[src/rtl/maquina_vendas_troco.sv]
// Vending-machine controller: accumulates coin credit in UNITs, dispenses once
// PRICE is reached and pays the overpay or a cancel refund back one UNIT per cycle.
module maquina_vendas_troco #(
  parameter int PRICE    = 6,
  parameter int VAL_A    = 2,
  parameter int VAL_B    = 1,
  parameter int CREDIT_W = 4
) (
  input  logic                clock,
  input  logic                reset,
  input  logic                coin_a,
  input  logic                coin_b,
  input  logic                cancel,
  output logic [CREDIT_W-1:0] credit,
  output logic                dispense,
  output logic                change_pulse,
  output logic                coin_reject,
  output logic                busy
);

  localparam int SUM_W = CREDIT_W + 1;
  localparam logic [SUM_W-1:0]    LP_PRICE_S = SUM_W'(PRICE);
  localparam logic [CREDIT_W-1:0] LP_PRICE_C = CREDIT_W'(PRICE);

  // Worst-case credit is one UNIT short of PRICE plus both coins at once.
  if (PRICE < 1 || (2 ** CREDIT_W) <= (PRICE - 1 + VAL_A + VAL_B)) begin : g_bad_params
    $error("maquina_vendas_troco: PRICE must be >= 1 and CREDIT_W must hold PRICE-1+VAL_A+VAL_B");
  end

  typedef enum logic [1:0] {S_IDLE, S_ACCUM, S_VEND, S_CHANGE} state_t;

  state_t              r_state;
  state_t              w_state_nxt;
  logic [CREDIT_W-1:0] r_credit;
  logic [CREDIT_W-1:0] r_change_left;
  logic                r_reject;
  logic [SUM_W-1:0]    w_add;
  logic [SUM_W-1:0]    w_nxt;
  logic [CREDIT_W-1:0] w_overpay;
  logic                w_sampling;
  logic                w_cancel_ok;
  logic                w_accept;
  logic                w_refuse;

  function automatic logic [SUM_W-1:0] f_coin_add(input logic a, input logic b);
    logic [SUM_W-1:0] va;
    logic [SUM_W-1:0] vb;
    va = a ? SUM_W'(VAL_A) : '0;
    vb = b ? SUM_W'(VAL_B) : '0;
    return va + vb;
  endfunction

  assign w_add       = f_coin_add(coin_a, coin_b);
  assign w_nxt       = {1'b0, r_credit} + w_add;
  assign w_overpay   = r_credit - LP_PRICE_C;
  assign w_sampling  = (r_state == S_IDLE) || (r_state == S_ACCUM);
  // Cancel only means something with credit stored; it then wins over coins.
  assign w_cancel_ok = cancel && (r_state == S_ACCUM);
  assign w_accept    = w_sampling && !w_cancel_ok;
  assign w_refuse    = (coin_a || coin_b) && !w_accept;

  always_ff @(posedge clock or negedge reset) begin
    if (!reset) r_state <= S_IDLE;
    else        r_state <= w_state_nxt;
  end

  always_comb begin
    w_state_nxt = r_state;
    case (r_state)
      S_IDLE, S_ACCUM: begin
        if (w_cancel_ok)              w_state_nxt = S_CHANGE;
        else if (w_nxt >= LP_PRICE_S) w_state_nxt = S_VEND;
        else if (w_nxt != '0)         w_state_nxt = S_ACCUM;
        else                          w_state_nxt = S_IDLE;
      end
      S_VEND:   w_state_nxt = (r_credit > LP_PRICE_C) ? S_CHANGE : S_IDLE;
      S_CHANGE: w_state_nxt = (r_change_left <= CREDIT_W'(1)) ? S_IDLE : S_CHANGE;
      default:  w_state_nxt = S_IDLE;
    endcase
  end

  always_comb begin
    dispense     = (r_state == S_VEND);
    change_pulse = (r_state == S_CHANGE);
    busy         = (r_state == S_VEND) || (r_state == S_CHANGE);
    credit       = r_credit;
    coin_reject  = r_reject;
  end

  always_ff @(posedge clock or negedge reset) begin
    if (!reset) begin
      r_credit      <= '0;
      r_change_left <= '0;
      r_reject      <= 1'b0;
    end else begin
      r_reject <= w_refuse;
      case (r_state)
        S_IDLE, S_ACCUM: begin
          if (w_cancel_ok) begin
            r_change_left <= r_credit;
            r_credit      <= '0;
          end else begin
            r_credit <= w_nxt[CREDIT_W-1:0];
          end
        end
        S_VEND: begin
          r_change_left <= w_overpay;
          r_credit      <= '0;
        end
        S_CHANGE: begin
          r_change_left <= (r_change_left <= CREDIT_W'(1)) ? '0 : r_change_left - CREDIT_W'(1);
        end
        default: begin
          r_credit      <= '0;
          r_change_left <= '0;
        end
      endcase
    end
  end

endmodule

[config.mk]
export PLATFORM = sky130hd
export DESIGN_NAME = maquina_vendas_troco
export DESIGN_NICKNAME = d
export VERILOG_FILES = /design/src/rtl/maquina_vendas_troco.sv
export SDC_FILE = /design/constraint.sdc
export NUM_CORES = 1
export LEC_CHECK = 0
export CAP_MARGIN = 20
export CORE_MARGIN = 3
export CORE_UTILIZATION = 26
export CTS_CLUSTER_SIZE = 25
export DETAILED_ROUTE_END_ITERATION = 8
export PLACE_DENSITY_LB_ADDON = 0.08
export SYNTH_ARGS = -nofsm -noshare
export SYNTH_HDL_FRONTEND = slang
export SYNTH_SLANG_ARGS = --single-unit
[constraint.sdc]
create_clock -name clock -period 5.51 [get_ports clock]
set_input_delay 1.102 -clock clock [delete_from_list [all_inputs] [get_ports clock]]
set_output_delay 1.102 -clock clock [all_outputs]
set_load 0.05 [all_outputs]
==> run metrics, run 1 <==
post-cts repair resize count 0; antenna violations before repair 0; post-synthesis cell type count 34; number of global-route vias before repair 589; post-route clock period utilization 57.2%; Req. time, crit path 4.41 ns; Post-DP HPWL 1.26 mm; Final Max Tran Viols 0; CTS buffer count 3; endpoint class of the critical path output pin; Max IR drop VDD 0.000306 V; Congestion Overflow GR 0; residual DRC count 0; Buffers on Ports 12; post-DR wirelength/cell 14.7 um; Critical Path Max Stage Delay 0.82 ns; Critical Path Fanout Max 14; final hold vios 0; RSZ-0062 raised after global routing no; most common cell after layout, fill and taps aside clkdlybuf4s50_1; main combinational cell family by area after synthesis compound AO/OA/AOI/OAI gates; min Tclk post-route 3.15 ns; Leakage 0.000389 uW; Syn Inst Count 80; compound-cell area share of the yosys netlist 28.7%; First-pass DRT Iterations 4; most frequent cells in the layout 12 x clkdlybuf4s50_1, 11 x dfrtp_1, 9 x nor2_1; Critical-path top delay cell clkdlybuf4s50_1; htree depth 1; Clock Latency Late Sink 0.27 ns; global-route wire length before repair 3.02 mm; GPL Wtd Cong 0.724; Reg clk slew, reported paths 0.07 ns; Hold WC Path Type flop to flop; largest net degree at the start of global routing 15; starting density of the core 28.5%; synthesized area 737 um2; Final setup viols 0; critical-path cell list nand2_1, inv_2, clkdlybuf4s50_1; total track usage 11.5%; hold buffer count at cts 0; Clock Skew 0.000920 ns; Slew headroom 56.7%; postcts setup bufs 0; outcome complete, no violations; #FFs+latches synth 11; Worst Tran Pin Value 0.649 ns; WS Path Type flop to output pin; post-synthesis adder-cell area fraction 11.2%; die height 59.2 um; Worst EP arrival 2.05 ns; # rows 18; Design Area, Final 896 um2; area growth from synthesis to layout 21.6%; diode count 0; share of layout cells above drive strength 1 7.69%; vias after detailed routing 646; Avg Inst Size Synth 9.21 um2; root buf cell clkbuf_4; core area 0.00259 mm2; Pwr Density 682 mW/mm2; TritonCTS clock tree done; DP Area 870 um2; sequential area share after synthesis 37.4%; Synth warnings 0; final WL 1.78 mm; routed vias/inst 5.34; die area 0.00351 mm2; 1st-iter DRT viols 23; post-layout net count 103; f_max 317 MHz; clk sink count 11; mux share of post-synthesis cell area 0%; XOR/XNOR share of the synthesized area 3.57%; die width 59.2 um; Synth Area in Simple Gates 13.2%; max-cap viol count 0; final setup TNS 0 ns; Syn Nets 91; io pins 13; clk buf depth 2; Final ANT Viol Nets 0; crit start category flop
## synth_stat cells, drive strengths merged
cell type  number  share of area (%)
a221oi          1                1.2
a211oi          1                1.0
buf             2                1.7
inv             5                2.5
a22o            2                2.4
o21a            1                1.0
nand3           1               0.68
o32ai           1                1.2
nand2           4                2.0
o22a            2                2.4
clkbuf          3                1.7
dfrtp          11                 37
a21o            3                3.1
nor2            9                4.6
or4             1                1.5
a2bb2oi         1                1.2
a31oi           1               0.85
nor3            3                2.0
a21oi           6                4.1
xor2            1                1.2
o21bai          1                1.0
a311oi          1                1.2
ha              5                8.5
a41oi           1                1.2
fa              1                2.7
xnor2           2                2.4
and4            1                1.5
o31a            1                1.2
nor2b           1               0.85
o21ai           6                4.1
o31ai           1                1.7
## power breakdown
part           internal (uW)  switching [uW]  total, uW
combinational            154             219        373
sequential               116            65.2        181
clock                   28.0            28.4       56.4
## cell type report
cell class	count	area (um2)
inverters	5	18.8
fillers	268	1690
multi-input cells	59	418
repair buffers	12	120
flip-flops and latches	11	275
well taps	30	37.5
clock buffers	4	26.3
## final timing paths
check	from	end	slack, ns	depth (start not counted)
setup / recovery	r_state[1]	change_pulse	2.36	3
hold / removal	r_change_left[2]	r_change_left[2]	0.59	2
setup reg to reg	credit[0]	r_state[0]	3.29	6
hold reg to reg	r_change_left[2]	r_change_left[2]	0.59	2
max in group asynchronous	reset	credit[3]	3.95	1
min in group asynchronous	reset	coin_reject	1.19	1
## per-layer routing
metal / global-route usage [%] / part of all wire, % / routed length, um
met5: 0 / 0 / 0
met4: 1.94 / 0.96 / 17
met3: 4.58 / 5.7 / 101
met2: 15.9 / 43 / 758
met1: 16.8 / 51 / 898
## sequential cells by signal (all words and copies together), names as in the netlist
signal	flops
r_change_left	4
coin_reject	1
credit	4
r_state	2
## kinds of logic after synthesis
logic type | Yosys count
AND/OR/NAND/NOR | 20
XOR/XNOR | 3
adder cells (fa/ha/maj) | 6
flip-flops | 11
AO/OA/AOI/OAI | 30
buffers and inverters | 10
## critical path, delay by kind of cell, from the launching register on
family | cells | cell delay (ns)
buffers and inverters | 2 | 0.99
DFF | 1 | 0.60
and+or+nand+nor | 1 | 0.18
## through the flow
stage	hold WS, ns	std cells	utilization (%)	total power (uW)	setup WS, ns
after floorplan	0.542	80	-	459	2.70
after global placement	0.580	117	33.6	558	2.19
after detailed placement	0.581	117	33.6	557	2.16
after CTS	0.591	121	34.6	617	2.31
after global routing	0.627	121	34.6	667	2.22
final	0.595	121	34.6	611	2.36
(Power assumes the default switching activity.)
==> inputs of run 2 (changes only) <==
clock period = 2.75 ns   (was 5.51 ns; I/O delays follow)
==> run 2 against run 1 <==
Against the previous run:
- non-clock buffer count up 4
- core utilization up 1.2 points
- worst setup slack worse by 2.1 ns
- cell area up 3.4%
- first-iteration DRC count down 4.3%
- sequential share of layout area down 1.0 points
- register-to-register slack worse by 2.7 ns
- critical endpoint unchanged
- largest power group unchanged
==> run metrics, run 2 (synthesized netlist as in run 1, its figures left out) <==
outcome complete, no violations; Critical R2R Launch credit[0]; total track usage 12.0% (+0.53 points); Hold WC Path Type flop to flop; io pins 13 (unchanged); Final ANT Viol Nets 0 (unchanged); Leakage 0.000408 uW (+5.1%); Congestion Overflow GR 0 (unchanged); DP Area 900 um2 (+3.5%); TritonCTS clock tree done; Worst Tran Pin Value 0.536 ns (-0.113 ns); die width 59.2 um (unchanged); final hold vios 0 (unchanged); Final Max Tran Viols 0 (unchanged); RSZ-0062 raised after global routing no; htree depth 1 (unchanged); starting density of the core 28.5% (unchanged); antenna violations before repair 0 (unchanged); Post-DP HPWL 1.32 mm (+4.5%); final WL 1.74 mm (-2.0%); Critical-path top delay cell clkdlybuf4s50_1; global-route wire length before repair 3.06 mm (+1.1%); Critical Path Max Stage Delay 0.82 ns (about the same); endpoint class of the critical path output pin; Design Area, Final 926 um2 (+3.4%); Buffers on Ports 12 (unchanged); Final setup viols 0 (unchanged); crit start category flop; CTS buffer count 3 (unchanged); critical-path cell list nand2_1, inv_2, clkdlybuf4s50_1; die area 0.00351 mm2 (unchanged); largest net degree at the start of global routing 14 (-1); Clock Latency Late Sink 0.27 ns (about the same); delay-heaviest family, CP buffers and inverters; routed vias/inst 5.13 (-3.9%); residual DRC count 0 (unchanged); GPL Wtd Cong 0.685 (-5.4%); Worst EP arrival 1.93 ns (-0.12 ns); max-cap viol count 0 (unchanged); vias after detailed routing 641 (-0.77%); most common cell after layout, fill and taps aside clkdlybuf4s50_1; First-pass DRT Iterations 4 (unchanged); CP bufs+invs 2 (unchanged); postcts setup bufs 0 (unchanged); final setup TNS 0 ns (unchanged); Place WS 0.0106 ns (-2.15 ns); Req. time, crit path 2.20 ns (-2.21 ns); Reg clk slew, reported paths 0.08 ns (about the same); clk sink count 11 (unchanged); f_max 403 MHz; HP Start r_change_left[2]; post-cts repair resize count 0 (unchanged); share of layout cells above drive strength 1 11.6% (+3.9 points); 1st-iter DRT viols 22 (-4.3%); Setup crit start r_state[0]; number of global-route vias before repair 588 (-0.17%); Worst Slack Setup Final 0.270 ns (-2.09 ns); core area 0.00259 mm2 (unchanged); die height 59.2 um (unchanged); Clock Skew 0.00297 ns (+0.00205 ns); Pwr Density 1370 mW/mm2 (+100%); area growth from synthesis to layout 25.6%; min Tclk post-route 2.48 ns; post-layout net count 107 (+3.9%); Critical Path Fanout Max 10 (-4); diode count 0 (unchanged); Max IR drop VDD 0.000679 V (+120%); post-route clock period utilization 90.2%; clk buf depth 2 (unchanged); most frequent cells in the layout 12 x clkdlybuf4s50_1, 11 x dfrtp_1, 9 x nor2_1; post-DR wirelength/cell 13.9 um (-5.2%); hold buffer count at cts 0 (unchanged); root buf cell clkbuf_4; WS Path Type flop to output pin; Slew headroom 64.1% (+7.4 points); # rows 18 (unchanged)
## run 2: changes by cell type in the layout (fill, tap and decap cells not counted)
cell	change
buf_4	+4
## run 2: layout make-up
class | count | area, um2
fill | 272 | 1660
multi-input combinational | 59 | 418
sequential | 11 | 275
timing repair buffer | 16 | 150
tap | 30 | 37.5
clock buffer | 4 | 26.3
inverter | 5 | 18.8
## run 2: per-stage QoR
step | utilization (%) | total power, uW | std cells | hold WS, ns
CTS | 35.7 | 1280 | 125 | 0.607
detailed placement | 34.7 | 1150 | 121 | 0.596
finish | 35.7 | 1260 | 125 | 0.608
global placement | 34.7 | 1160 | 121 | 0.593
floorplan | - | 920 | 80 | 0.254
global route | 35.7 | 1380 | 125 | 0.657
## run 2: path summary, 6_finish.rpt
| check | endpoint | slack, ns | cells after the start |
|---|---|---|---|
| min | r_change_left[2] | 0.61 | 2 |
| max reg2reg | r_state[0] | 0.56 | 6 |
| max in group asynchronous | credit[3] | 1.77 | 1 |
| min in group asynchronous | credit[0] | 0.62 | 1 |
| max | change_pulse | 0.27 | 3 |
| min reg2reg | r_change_left[2] | 0.61 | 2 |
## run 2: worst register-to-register path: cells and delay by family (launching register included)
kind	cells	cell delay, ns
adders and majority gates	2	0.77
and+or+nand+nor	3	0.71
DFF	1	0.45
AOI/OAI and AO/OA	1	0.16
## run 2: power breakdown
part / internal, uW / switching, uW / total, uW / leakage [uW]
clock network: 56.1 / 63.2 / 119 / 0.0000150
registers: 233 / 107 / 340 / 0.000136
logic: 341 / 465 / 805 / 0.000257
total: 630 / 634 / 1260 / 0.000408
## run 2: metal layers
layer  vias to the layer above  global-route usage (%)  share of wire (%)  wire (um)
li1                        323                       -                  -          -
met1                       303                    18.2                 51        884
met2                        13                    15.1                 43        749
met3                         2                    3.92                5.1         89
met4                         0                    4.85               0.86         15
met5                         -                       0                  0          0
